$ cat config.mk
export PLATFORM = sky130hd
export DESIGN_NAME = mux_mult_sequencer
export DESIGN_NICKNAME = d
export VERILOG_FILES = /design/src/rtl/mux_mult_sequencer.sv
export SDC_FILE = /design/constraint.sdc
export NUM_CORES = 1
export LEC_CHECK = 0
export ABC_CLOCK_PERIOD_IN_PS = 4600
export CAP_MARGIN = 20
export CORE_MARGIN = 5
export CORE_UTILIZATION = 55
export DETAILED_ROUTE_END_ITERATION = 8
export PLACE_DENSITY = 0.8
export SLEW_MARGIN = 20
export SYNTH_ARGS = -nofsm -noshare
export SYNTH_HDL_FRONTEND = slang
export SYNTH_SLANG_ARGS = --single-unit
$ cat constraint.sdc
create_clock -name clk -period 4.6 [get_ports clk]
set_clock_uncertainty 0.15 [all_clocks]
set_input_delay 0.92 -clock clk [delete_from_list [all_inputs] [get_ports clk]]
set_output_delay 0.92 -clock clk [all_outputs]
set_load 0.1 [all_outputs]
$ cat src/rtl/mux_mult_sequencer.sv
// rtl/mux_mult_sequencer.sv - iterative shift-add multiplier, one partial-product row per clock
module mux_mult_sequencer #(
  parameter int N          = 8,
  parameter bit EARLY_TERM = 1'b0,
  localparam int RW        = (N <= 2) ? 1 : $clog2(N)
) (
  input  logic           clk,
  input  logic           reset,
  input  logic           in_valid,
  output logic           in_ready,
  input  logic [N-1:0]   x,
  input  logic [N-1:0]   y,
  output logic           out_valid,
  input  logic           out_ready,
  output logic [2*N-1:0] product,
  output logic           busy,
  output logic [RW-1:0]  row_idx
);

  typedef enum logic [1:0] {
    IDLE = 2'd0,
    RUN  = 2'd1,
    DONE = 2'd2
  } state_t;

  state_t         state;
  logic [N-1:0]   x_reg;
  logic [N-1:0]   y_reg;
  logic [2*N-1:0] acc;
  logic [2*N-1:0] pp_shift;
  logic [2*N-1:0] acc_next;
  logic           last_row;

  // The single shared row: select x or zero by the current multiplier bit, then align it.
  always_comb begin
    pp_shift = y_reg[row_idx] ? ({{N{1'b0}}, x_reg} << row_idx) : '0;
    acc_next = acc + pp_shift;
    last_row = (row_idx == RW'(N - 1));
    if (EARLY_TERM && (((y_reg >> row_idx) >> 1) == '0)) last_row = 1'b1;
  end

  assign in_ready = (state == IDLE);

  always_ff @(posedge clk) begin
    if (reset) begin
      state     <= IDLE;
      x_reg     <= '0;
      y_reg     <= '0;
      acc       <= '0;
      product   <= '0;
      out_valid <= 1'b0;
      busy      <= 1'b0;
      row_idx   <= '0;
    end else begin
      case (state)
        IDLE: begin
          if (in_valid) begin
            x_reg   <= x;
            y_reg   <= y;
            acc     <= '0;
            row_idx <= '0;
            busy    <= 1'b1;
            state   <= RUN;
          end
        end
        RUN: begin
          acc <= acc_next;
          if (last_row) begin
            product   <= acc_next;
            out_valid <= 1'b1;
            busy      <= 1'b0;
            row_idx   <= '0;
            state     <= DONE;
          end else begin
            row_idx <= row_idx + 1'b1;
          end
        end
        DONE: begin
          if (out_ready) begin
            out_valid <= 1'b0;
            state     <= IDLE;
          end
        end
        default: begin
          state     <= IDLE;
          out_valid <= 1'b0;
          busy      <= 1'b0;
          row_idx   <= '0;
        end
      endcase
    end
  end

endmodule

==> summary.md <==
| Metric | Value |
|---|---|
| Via density | 5.83 |
| Final setup violation count | 0 |
| Post-DR wirelength/cell | 13.8 um |
| Synth Area in Simple Gates | 0.247 |
| Endpoints failing hold | 0 |
| Drt pass-1 iters | 5 |
| Net Sw Frac | 0.253 |
| Ant. Diodes | 0 |
| Startpoint type of the worst setup path | register |
| Worst hold slack | 306 ps |
| VDD IR max | 153 uV |
| Most common cell after layout, fill and taps aside | nand2_1 |
| Routed via count | 2995 |
| Share of layout cells above drive strength 1 | 0.0543 |
| Multi-input gate area | 1910 um^2 |
| Lkg Pwr | 0.00148 uW |
| GRT overflow | 0 |
| Row Count | 27 |
| Power per cell area | 257 nW/um^2 |
| Most frequent CP cell | nand2_1 |
| CTS tree | done |
| Combinational share of power | 0.123 |
| TritonCTS Buffers | 5 |
| CP max stage delay | 770 ps |
| Post-Route WL | 7090 um |
| Nets | 479 |
| Cells after synthesis | 415 |
| Data required, critical path | 4710 ps |
| Initial Util | 0.571 |
| WP buf/inv | 0 |
| Skew-Pair Late Insertion Delay | 310 ps |
| CTS Sinks | 55 |
| Root buffer cell | clkbuf_8 |
| Sequential area share after synthesis | 0.348 |
| Main synth FF type | dfxtp_1 |
| Post-synthesis compound-gate area fraction | 0.230 |
| Mapped Nets | 453 |
| Worst Tran Pin Value | 974 ps |
| Die ar. | 7370 um^2 |
| Largest net degree at the start of global routing | 31 |
| Final Slew Violations | 0 |
| # IOs | 42 |
| Non-Filler Cell Area, Final | 3690 um^2 |
| Die height | 85.8 um |
| Setup bufs post-CTS | 0 |
| Tmin final | 3770 ps |
| Top delay family on crit path | simple AND/OR/NAND/NOR gates |
| Period utilization | 0.819 |
| P_int | 709 uW |
| Iteration-0 DRC Markers | 196 |
| Clock Power Share | 0.349 |
| Synth Area per Inst | 7.62 um^2 |
| RSZ-0062 raised after global routing | no |
| Xor/xnor share of the synthesized area | 0.0166 |
| Mux contribution to synthesized area | 0.0376 |
| Hpwl dp | 5380 um |
| Commonest cells after routing, fill and taps aside | nand2_1, dfxtp_1, a21oi_1 |
| CP max FO | 20 |
| Status | finished, final reports clean |
| Flop and latch count out of synthesis | 55 |
| I/O Buffers | 41 |
| Overall Power | 949 uW |
| Max Buffers Root-to-Sink | 2 |
| Total Negative Setup Slacks | 0 ps |
| Fmax achieved | 266 MHz |
| Register Area | 1100 um^2 |
| Worst min path class | reg -> reg |
| Vias in the first global route | 2680 |
| Asr flop ratio synth | 0 |
| Reg power frac | 0.528 |
| Synth Cell Area | 3160 um^2 |
| Crit path DAT | 3870 ps |
| Initial antenna violation count | 0 |
| First-pass GRT wire length | 12200 um |
| CORE AREA | 5540 um^2 |
| Crit path kind | reg -> reg |
| Reg clk slew, reported paths | 100 ps |
| Netlist cell types | 57 |
| GP Congestion | 0.941 |
| DRC Markers | 0 |
| Max_cap viols | 0 |
| Cell Chain, Critical Path | mux4_2 -> nand2_1 -> and2_1 -> a21oi_1 -> ha_1 -> a21oi_2 -> nand2_1 -> o211ai_2 -> a41oi_1 -> or4_1 -> nand3_1 |
| Adder-Cell Fraction of Synth Area | 0.0736 |
| # resized after CTS | 0 |
| H-tree depth | 2 |
| Regs by FF count | acc x16, product x16 |
| P&R area growth vs syn | 16.8% |
| Crit path capture type | register |
| Worst slew margin | 0.348 |
| Die W | 85.8 um |
| Critical-path top delay cell | dfxtp_1 |
| # hold bufs at CTS | 0 |
| GRT Util Overall | 0.200 |
| EDFF count, synth | 0 |
| Yosys synthesis warning count | 0 |
| Fillers | 499 |
| Switch Pwr | 240 uW |
| Largest family of logic cells by synthesized area | simple AND/OR/NAND/NOR gates |
| Post-DP Area | 3580 um^2 |
| ANT nets after route | 0 |
## cell usage after synthesis (2+ instances only)
| library cell | number | share of area |
|---|---|---|
| a211o_1 | 2 | 0.0055 |
| a211oi_1 | 4 | 0.0095 |
| a21o_1 | 4 | 0.0095 |
| a21oi_1 | 52 | 0.082 |
| a22o_1 | 2 | 0.0055 |
| a22oi_1 | 9 | 0.021 |
| a32o_1 | 3 | 0.0095 |
| a32oi_1 | 3 | 0.0083 |
| and2_1 | 3 | 0.0059 |
| and3_1 | 5 | 0.0099 |
| buf_2 | 5 | 0.0079 |
| clkbuf_1 | 16 | 0.019 |
| clkbuf_2 | 2 | 0.0032 |
| dfxtp_1 | 55 | 0.35 |
| ha_1 | 17 | 0.067 |
| inv_1 | 10 | 0.012 |
| mux2_2 | 3 | 0.011 |
| mux2i_1 | 4 | 0.013 |
| mux4_2 | 2 | 0.014 |
| nand2_1 | 79 | 0.094 |
| nand3_1 | 18 | 0.028 |
| nand4_1 | 3 | 0.0059 |
| nor2_1 | 45 | 0.053 |
| nor2b_1 | 2 | 0.0040 |
| nor3_1 | 10 | 0.016 |
| nor4_1 | 2 | 0.0040 |
| o211ai_1 | 4 | 0.0095 |
| o21a_1 | 3 | 0.0071 |
| o21ai_0 | 13 | 0.021 |
| o22a_1 | 2 | 0.0055 |
| or3_1 | 2 | 0.0040 |
| or4_1 | 2 | 0.0047 |
| xnor2_1 | 4 | 0.011 |
| xor2_1 | 2 | 0.0055 |
## metrics by stage
step           utilization  setup slack [ps]  std cells
6_report             0.667               835        514
4_1_cts              0.667               842        514
5_1_grt              0.667               450        514
2_1_floorplan            -               442        415
3_3_place_gp         0.645               954        506
3_5_place_dp         0.645               861        506
## worst register-to-register path: stages (launching register included)
cell and delay, ps:
dfxtp_1 770, mux4_2 590, nand2_1 150, and2_1 260, a21oi_1 70, ha_1 360
a21oi_2 170, nand2_1 120, o211ai_2 240, a41oi_1 230, or4_1 510, nand3_1 100
## power groups by stage
stage / Combinational [uW] / Clock, uW / Sequential, uW
6_report: 116 / 332 / 501
5_1_grt: 127 / 359 / 504
4_1_cts: 116 / 339 / 501
3_5_place_dp: 116 / 0 / 512
3_3_place_gp: 115 / 0 / 511
2_1_floorplan: 75.5 / 0 / 517
## logic make-up after synthesis
family          after synthesis
flops                        55
simple gates                178
compound gates              114
xor+xnor                      6
buf+inv                      35
fa+ha+maj                    18
mux                           9
## layout make-up
type	count	area share
timing repair buffer	44	0.117
multi-input combinational	325	0.518
clock buffer	6	0.0224
clock inverter	2	0.00949
sequential	55	0.298
inverter	10	0.0102
tap	72	0.0244
## metal layers
layer  track usage  up-vias  wire [um]
met4        0.0532        0         85
met1         0.257     1393       3200
met2         0.349       69       3430
met3        0.0298        8        378
met5             0        -          0
li1              -     1525          -
## path summary, 6_finish.rpt
path                                 start           to  slack (ps)  depth (start not counted)
worst min register to register  product[4]   product[4]         310                          2
worst max-delay path            row_idx[0]  product[15]         830                         11
worst min-delay path            product[4]   product[4]         310                          2
worst max register to register  row_idx[0]  product[15]         830                         11
(Power assumes the default switching activity.)
